--- config.mk ---
export PLATFORM = sky130hd
export DESIGN_NAME = stream_ahb_writer
export DESIGN_NICKNAME = d
export VERILOG_FILES = /design/src/rtl/stream_ahb_writer.sv
export SDC_FILE = /design/constraint.sdc
export NUM_CORES = 1
export LEC_CHECK = 0
export ABC_CLOCK_PERIOD_IN_PS = 14200
export CAP_MARGIN = 20
export CORE_ASPECT_RATIO = 0.7
export CORE_MARGIN = 2
export CORE_UTILIZATION = 40
export DETAILED_ROUTE_END_ITERATION = 7
export GPL_TIMING_DRIVEN = 0
export SLEW_MARGIN = 10
export SYNTH_ARGS = -nofsm -noshare
export SYNTH_HDL_FRONTEND = slang
export SYNTH_SLANG_ARGS = --single-unit
--- constraint.sdc ---
create_clock -name hclk -period 14.2 [get_ports hclk]
set_input_delay 2.84 -clock hclk [delete_from_list [all_inputs] [get_ports hclk]]
set_output_delay 2.84 -clock hclk [all_outputs]
set_load 0.02 [all_outputs]
--- src/rtl/stream_ahb_writer.sv ---
// AHB-Lite master that packs a 16-bit sample stream two-per-word and writes single words from a base address.
// A frame ends on tlast or on the word limit; done then pulses for one cycle.
module stream_ahb_writer #(
  parameter int AW = 32,
  parameter int CW = 12
) (
  input  logic          hclk,
  input  logic          hreset,
  input  logic          start,
  input  logic [AW-1:0] cfg_base,
  input  logic [CW-1:0] cfg_words,
  output logic          busy,
  output logic          done,
  output logic          err,
  output logic [CW-1:0] words_written,
  input  logic [15:0]   tdata_s,
  input  logic          tlast_s,
  input  logic          tvalid_s,
  output logic          tready_s,
  output logic [AW-1:0] haddr_m,
  output logic [1:0]    htrans_m,
  output logic [2:0]    hsize_m,
  output logic [2:0]    hburst_m,
  output logic          hwrite_m,
  output logic [31:0]   hwdata_m,
  input  logic          hready_m,
  input  logic          hresp_m
);
  typedef enum logic [2:0] {S_IDLE, S_FILL, S_ADDR, S_DATA, S_DRAIN, S_DONE} state_t;

  state_t        state_q;
  logic [AW-1:0] base_q, haddr_q;
  logic [CW-1:0] limit_q, cnt_q;
  logic [1:0]    htrans_q;
  logic [31:0]   hwdata_q, wbuf_q;
  logic [15:0]   lo_q;
  logic          err_q, hwrite_q, half_q, wbuf_full_q, wbuf_last_q, cur_last_q, last_seen_q;

  logic          packing, accept, last_any;
  logic [CW-1:0] cnt_inc, ld_cnt;
  logic [AW-1:0] load_addr;

  assign packing   = state_q inside {S_FILL, S_ADDR, S_DATA};
  // Once tlast has been packed, stop accepting so the next frame's samples stay upstream.
  assign tready_s  = packing ? (!wbuf_full_q && !last_seen_q) : (state_q == S_DRAIN);
  assign accept    = tvalid_s && tready_s;
  assign last_any  = last_seen_q || (accept && tlast_s);
  assign cnt_inc   = cnt_q + CW'(1);
  assign ld_cnt    = (state_q == S_DATA) ? cnt_inc : cnt_q;
  assign load_addr = base_q + (AW'(ld_cnt) << 2);

  assign busy          = (state_q != S_IDLE) && (state_q != S_DONE);
  assign done          = (state_q == S_DONE);
  assign err           = err_q;
  assign words_written = cnt_q;
  assign haddr_m       = haddr_q;
  assign htrans_m      = htrans_q;
  assign hwrite_m      = hwrite_q;
  assign hwdata_m      = hwdata_q;
  assign hsize_m       = 3'b010;
  assign hburst_m      = 3'b000;

  always_ff @(posedge hclk or posedge hreset) begin
    if (hreset) begin
      state_q     <= S_IDLE;
      base_q      <= '0;
      limit_q     <= '0;
      cnt_q       <= '0;
      haddr_q     <= '0;
      htrans_q    <= 2'b00;
      hwrite_q    <= 1'b0;
      hwdata_q    <= '0;
      wbuf_q      <= '0;
      lo_q        <= '0;
      err_q       <= 1'b0;
      half_q      <= 1'b0;
      wbuf_full_q <= 1'b0;
      wbuf_last_q <= 1'b0;
      cur_last_q  <= 1'b0;
      last_seen_q <= 1'b0;
    end else begin
      if (packing && accept) begin
        if (!half_q && tlast_s) begin
          wbuf_q      <= {16'h0000, tdata_s};
          wbuf_full_q <= 1'b1;
          wbuf_last_q <= 1'b1;
        end else if (!half_q) begin
          lo_q   <= tdata_s;
          half_q <= 1'b1;
        end else begin
          wbuf_q      <= {tdata_s, lo_q};
          wbuf_full_q <= 1'b1;
          wbuf_last_q <= tlast_s;
          half_q      <= 1'b0;
        end
        if (tlast_s) last_seen_q <= 1'b1;
      end

      case (state_q)
        S_IDLE: begin
          if (start) begin
            base_q      <= cfg_base & {{(AW-2){1'b1}}, 2'b00};
            limit_q     <= cfg_words;
            cnt_q       <= '0;
            err_q       <= 1'b0;
            half_q      <= 1'b0;
            wbuf_full_q <= 1'b0;
            last_seen_q <= 1'b0;
            state_q     <= (cfg_words == '0) ? S_DRAIN : S_FILL;
          end
        end
        S_FILL: begin
          if (wbuf_full_q) begin
            hwdata_q    <= wbuf_q;
            cur_last_q  <= wbuf_last_q;
            wbuf_full_q <= 1'b0;
            haddr_q     <= load_addr;
            htrans_q    <= 2'b10;
            hwrite_q    <= 1'b1;
            state_q     <= S_ADDR;
          end
        end
        S_ADDR: begin
          if (hready_m) begin
            htrans_q <= 2'b00;
            hwrite_q <= 1'b0;
            state_q  <= S_DATA;
          end
        end
        S_DATA: begin
          if (hready_m) begin
            if (hresp_m) begin
              err_q   <= 1'b1;
              state_q <= (cur_last_q || last_any) ? S_DONE : S_DRAIN;
            end else begin
              cnt_q <= cnt_inc;
              if (cur_last_q) begin
                state_q <= S_DONE;
              end else if (cnt_inc == limit_q) begin
                // tlast may already sit in the buffer; draining would then wait forever.
                state_q <= last_any ? S_DONE : S_DRAIN;
              end else if (wbuf_full_q) begin
                hwdata_q    <= wbuf_q;
                cur_last_q  <= wbuf_last_q;
                wbuf_full_q <= 1'b0;
                haddr_q     <= load_addr;
                htrans_q    <= 2'b10;
                hwrite_q    <= 1'b1;
                state_q     <= S_ADDR;
              end else begin
                state_q <= S_FILL;
              end
            end
          end
        end
        S_DRAIN: begin
          if (accept && tlast_s) state_q <= S_DONE;
        end
        S_DONE:  state_q <= S_IDLE;
        default: state_q <= S_IDLE;
      endcase
    end
  end
endmodule

== Word-level counts from Yosys, hierarchy flattened ==
Index checks and enable logic that the tools add are counted.

* Output and inout bits: 89
* Word-level logic and storage cells: 142
* Input port bits: 67
* Flip-flop bits (word level): 178

* Reductions and logical operators: 27
* Bitwise gates (word level): 2
* Add/subtract/negate cells: 2
* Muxes and demuxes: 79
* Equal/unequal tests: 16

{| class="wikitable"
|+ Operators with widths
! kind !! count
|-
| 32-bit 2-to-1 mux || 12
|-
| 32-bit case mux with 2 select lines || 2
|-
| 12-bit 2-to-1 mux || 4
|-
| 1-bit 2-to-1 mux || 38
|-
| 32-bit by 14-bit adder with 32-bit output || 1
|-
| 3-bit 2-to-1 mux || 9
|-
| 12-bit case mux with 2 select lines || 1
|-
| 2-bit != test, second input constant || 8
|-
| 3-bit case mux with 5 select lines || 1
|-
| 2-bit 2-to-1 mux || 7
|-
| 12-bit by 1-bit adder with 12-bit output, second input constant || 1
|-
| 12-bit == test || 1
|-
| 12-bit logical NOT || 1
|-
| 4-bit AND reduction || 3
|-
| 5-bit AND reduction || 2
|-
| 3-bit by 2-bit == test with 1-bit output, second input constant || 2
|-
| 3-bit == test, second input constant || 2
|-
| 1-bit logical AND || 6
|-
| 1-bit case mux with 3 select lines || 2
|-
| 2-bit case mux with 3 select lines || 1
|-
| 6-bit AND reduction || 1
|-
| 2-bit nonzero test || 3
|-
| 3-bit nonzero test || 2
|-
| 1-bit case mux with 2 select lines || 2
|-
| 9 further kinds || 14
|}

== Depth between registers and ports, before layout ==
* Depth in word-level cells: 12
* Gate-level depth with buffers: 16
* Mapped depth without buffers: 15

== Worst setup path after synthesis ==
OpenSTA, ideal clock, no wires.

* Kind: in2reg
* From: in start
* To: reg base_q[10]
* Arrival: 4.178 ns
* Required time: 14.075 ns
* Stages on the path: 4
* Buffers on the path: 2
* Path slack: 9.897 ns
* Library setup time: 0.125 ns
* Path through: nor4b_1 -> clkbuf_1 -> clkbuf_1 -> mux2_2

* Word-level cells in the longest chain between the ends: 1

{| class="wikitable"
|+ Ends and longest elaborated chain
! what !! RTL line !! RTL
|-
| start: declaration || 9 || <nowiki>input logic start,</nowiki>
|-
| 2-bit AND reduction (no source line) || n/a ||
|-
| end signal: assignment || 102 || <nowiki>base_q <= cfg_base & {{(AW-2){1'b1}}, 2'b00};</nowiki>
|-
| end: declaration || 32 || <nowiki>logic [AW-1:0] base_q, haddr_q;</nowiki>
|}

Every way passes these cells.
A chain may end at the register's enable or synchronous reset.

== Final worst setup path ==
* From: reg state_q[2]
* To: out busy

* Word-level cells in the longest chain between the ends: 2
* Elaborated cells on any way between the ends: 3
* Classes of those cells: eq/ne (1); reduce/logical (2)

{| class="wikitable"
|+ Ends and longest elaborated chain
! what !! RTL line !! RTL
|-
| start: declaration || 31 || <nowiki>state_t state_q;</nowiki>
|-
| start signal: assignment || 109 || <nowiki>state_q <= (cfg_words == '0) ? S_DRAIN : S_FILL;</nowiki>
|-
| start signal: assignment || 134 || <nowiki>state_q <= (cur_last_q || last_any) ? S_DONE : S_DRAIN;</nowiki>
|-
| start signal: assignment || 141 || <nowiki>state_q <= last_any ? S_DONE : S_DRAIN;</nowiki>
|-
| 3-bit != test / 3-bit nonzero test (equally long branches) || 52 || <nowiki>assign busy = (state_q != S_IDLE) && (state_q != S_DONE);</nowiki>
|-
| 1-bit logical AND (*) || 52 ||
|-
| end: declaration || 12 || <nowiki>output logic busy,</nowiki>
|}

Every way passes the cells marked *; elsewhere a longest branch is shown, timed or not.

==> results by group <==
Setup path
  – Startpoint class of the critical path: register
  – Worst path max stage delay: 0.67 ns
  – Worst-case reg-to-reg path depth: 17
  – Gate family responsible for the most delay along the worst path: buffers and inverters
  – CP max-delay cell: sky130_fd_sc_hd__clkdlybuf4s50_1
  – Crit path max fanout: 10
  – CP Capture Type: output port
  – Data arrival, critical path: ~2.5 ns
  – Startpoint of the most critical setup path: state_q[2]
  – Timing endpoint of the critical path: busy
  – Cell Chain, Critical Path: clkbuf_1, clkbuf_1, nor2_1, o21ai_0, clkdlybuf4s50_1
  – Start-to-end type of the worst setup path: reg -> out
  – Startpoint of the lowest-slack register-to-register path: state_q[2]
  – Required time worst endpoint: 11.36 ns
  – Critical path buffer and inverter count: 3
  – Cell count along the critical path: 5
  – Library cell appearing most often on the critical path: sky130_fd_sc_hd__clkbuf_1
  – Minimum setup slack among reg-to-reg paths: 9.47 ns
  – Capturing point of the worst reg2reg path: haddr_m[22]

CTS
  – Hold-fix buffers at CTS: 0
  – Number of gates resized after CTS: 0
  – CTS buffer count: 17
  – Root buffer cell: sky130_fd_sc_hd__clkbuf_16
  – Number of buffers inserted by post-CTS setup repair: 0
  – Buffer levels on the longest clock path: 2
  – Latest clock arrival within the worst-skew pair: 0.42 ns
  – Reg clk slew, reported paths: 0.07 ns
  – Clock sink count: around 180
  – Count of H-tree levels built during CTS: 4
  – Clock tree from TritonCTS: built

Route
  – Number of DRC markers after the initial detailed-route iteration: roughly 370
  – Met3 routed wirelength: 1.09 mm
  – Count of unresolved DRC violations after routing: 0
  – Highest signal layer in the routed design: met4
  – Routed wire per std cell: between 15 and 20 um
  – WL final: ~21 mm
  – Sum of met2 wire segment lengths after detailed routing: 8.73 mm
  – Drt pass-1 iters: 4
  – Ratio of routed vias to standard cells: approximately 5
  – Number of nets with antenna violations after detailed routing: 0
  – Number of vias in the routed layout: 6130
  – Met1 routed wirelength after detailed routing: about 12 mm

Floorplan
  – Cell row count: 45
  – Die area: 23100 sq um
  – Number of I/O pins: between 150 and 200
  – DIE HEIGHT: about 130 um
  – Starting density of the core: 0.406
  – Die Span X: 181 um
  – Core Footprint: 21600 sq um

Power
  – Maximum VDD drop: 0.0000812 V
  – PD cells: 206 nW/um^2
  – Total power draw: 0.00231 W
  – Static leakage power: between 4 and 5 nW

Place
  – Count of input and output buffers: 143
  – Total half-perimeter wirelength after legalization and detailed placement: 15.7 mm
  – Gp weighted congestion: 0.875

Layout
  – Ant. Diodes: 0
  – Sequential cell area in the final layout: 4380 sq um
  – Nets@finish: 982
  – Area taken by multi-input logic gates: roughly 4100 sq um
  – Filler instances: 1921
  – Commonest cells after routing, fill and taps aside: sky130_fd_sc_hd__dfrtp_1 (175), sky130_fd_sc_hd__clkdlybuf4s50_1 (143), sky130_fd_sc_hd__mux2_2 (61), sky130_fd_sc_hd__mux2_4 (57), sky130_fd_sc_hd__nand2_1 (48)
  – Share of final-layout standard cells stronger than drive strength 1: 0.200
  – Area grow syn2layout: 27.7%
  – Most common cell after layout, fill and taps aside: sky130_fd_sc_hd__dfrtp_1

GRT
  – Initial antenna violation count: 0
  – Number of global-route vias before repair: 5864
  – Pin count of the biggest net entering global routing: 91
  – Global-route wire length before repair: 34.1 mm
  – Overall track demand over capacity in global routing: 0.190
  – Total congestion overflow: 0

Run status
  – Outcome: finished clean

STA
  – Clock tree skew after final layout: 0.0160 ns
  – Total count of max-transition violations in the final report: 0
  – RSZ-0062 raised after global routing: false
  – Final count of hold timing violations: 0
  – Achievable frequency: 187 MHz
  – Final setup TNS: 0 ns
  – Worst slew slack as a fraction of its limit: 0.450
  – Final Cycle Share: 0.377
  – Slew at the pin closest to its max-slew limit: 0.825 ns
  – Number of endpoints failing setup at the final stage: 0
  – Min cycle time layout: 5.35 ns

Yosys
  – Fraction of registers with async set or reset after synthesis: 1.00
  – Synth unique cells: 55
  – Syn_area_per_cell: 12.0 sq um
  – Primary flip-flop cell chosen by synthesis mapping: sky130_fd_sc_hd__dfrtp_1
  – Count of flip-flops with a built-in enable after synthesis: 0
  – Synthesized flop and latch total: 175
  – Sequential cell area fraction in the yosys report: 0.499
  – YS warnings: 0
  – Mapped Area: between 8000 and 9000 sq um
  – Synthesized instance count: 728

Run
  – Count of maximum capacitance violations: 0

Min path
  – Min-Delay Path Class: reg -> reg
-- kinds of logic (layout without fill, tap and decap cells) --
group / Yosys count / count (layout) / synth area share
simple gates: 153 / 153 / 0.0906
mux: 138 / 138 / 0.199
compound gates: 132 / 132 / 0.0987
buf+inv: 64 / 242 / 0.0407
other cells: 2 / 9 / 0.000856
xor+xnor: 49 / 49 / 0.0489
fa+ha+maj: 15 / 15 / 0.0223
flops: 175 / 175 / 0.499
-- worst register-to-register path, stage by stage (launching register included) --
cell                       delay (ns)
sky130_fd_sc_hd__dfrtp_1         0.32
sky130_fd_sc_hd__clkbuf_1        0.31
sky130_fd_sc_hd__nor2b_1         0.14
sky130_fd_sc_hd__nand2_1         0.37
sky130_fd_sc_hd__clkinv_1        0.43
sky130_fd_sc_hd__ha_1            0.41
sky130_fd_sc_hd__inv_1           0.04
sky130_fd_sc_hd__ha_1            0.20
sky130_fd_sc_hd__inv_1           0.08
sky130_fd_sc_hd__fa_1            0.21
sky130_fd_sc_hd__nor2b_1         0.07
sky130_fd_sc_hd__o31ai_1         0.58
sky130_fd_sc_hd__a211oi_1        0.22
sky130_fd_sc_hd__nor3_1          0.49
sky130_fd_sc_hd__buf_4           0.25
sky130_fd_sc_hd__nor3_1          0.07
sky130_fd_sc_hd__xor2_1          0.16
sky130_fd_sc_hd__mux2_4          0.26
-- power by group --
| group | internal [W] | switching [W] | leakage, nW |
|---|---|---|---|
| Sequential | 0.000722 | 0.000152 | 2.19 |
| Combinational | 0.000536 | 0.000446 | 2.51 |
| Clock | 0.000237 | 0.000220 | 0.267 |
| Total | 0.00149 | 0.000818 | 4.96 |
-- metal layers --
layer | track usage | up-vias
met5 | 0 | -
li1 | - | 2931
met3 | 0.0321 | 9
met1 | 0.308 | 3037
met4 | 0.0478 | 0
met2 | 0.260 | 153
-- cell usage after synthesis (all sizes together), types with 2 or more instances --
master / count / area [sq um]
dfrtp: 175 / 4380
mux2: 118 / 1540
nand2: 48 / 180
o21ai: 44 / 220
nor2: 32 / 120
xor2: 30 / 263
buf: 24 / 206
clkbuf: 24 / 90.1
a21oi: 21 / 105
mux2i: 20 / 200
xnor2: 19 / 166
a22o: 18 / 158
inv: 15 / 56.3
ha: 14 / 175
nand3: 11 / 65.1
nor3: 11 / 55.1
o31ai: 10 / 75.1
a211oi: 9 / 67.6
a21o: 8 / 60.1
nand2b: 8 / 50.1
and2: 6 / 37.5
nand4: 6 / 43.8
nor3b: 6 / 45.0
nor4: 6 / 52.6
and3: 5 / 36.3
and4: 4 / 35.0
o21a: 4 / 30.0
nor2b: 3 / 18.8
o211ai: 3 / 22.5
o22ai: 3 / 18.8
a211o: 2 / 17.5
a311o: 2 / 20.0
conb: 2 / 7.51
nor4b: 2 / 17.5
o2111ai: 2 / 17.5
or3: 2 / 12.5
-- how the worst min path moves through the flow --
stage | startpoint | endpoint | slack [ns] | cells after the start
floorplan | wbuf_q[0] | wbuf_q[0] | 0.45 | 2
global placement | hwrite_m | hwrite_m | 0.46 | 1
detailed placement | hwrite_m | hwrite_m | 0.47 | 1
CTS | hwrite_m | hwrite_m | 0.48 | 1
global route | hwrite_m | hwrite_m | 0.49 | 1
finish | wbuf_q[13] | wbuf_q[13] | 0.48 | 2
-- layout make-up --
class / count / share of cell area
Multi-Input combinational cell: 496 / 0.363
Clock buffer: 19 / 0.0396
Tap cell: 282 / 0.0315
Buffer: 48 / 0.0265
Clock inverter: 13 / 0.0113
Sequential cell: 175 / 0.391
Inverter: 16 / 0.00603
Timing Repair Buffer: 146 / 0.131
-- stage by stage --
step / setup slack [ns] / cell area, sq um / hold slack (ns) / util / cells
4_1_cts: 8.85 / 11200 / 0.481 / 0.518 / 1195
3_5_place_dp: 8.66 / 10600 / 0.465 / 0.492 / 1163
6_report: 8.85 / 11200 / 0.479 / 0.518 / 1195
3_3_place_gp: 4.00 / 10600 / 0.460 / 0.489 / 1160
2_1_floorplan: 6.61 / 8800 / 0.450 / - / 735
5_1_grt: 8.69 / 11200 / 0.492 / 0.518 / 1195
-- registers in the layout, summed over array words and instances, names as in the netlist, 3 cells and up --
register	flops
words_written	12
hwdata_m	32
wbuf_q	32
lo_q	16
base_q	30
haddr_m	30
state_q	3
limit_q	12
Note: power is estimated with default switching activity, not from simulation.
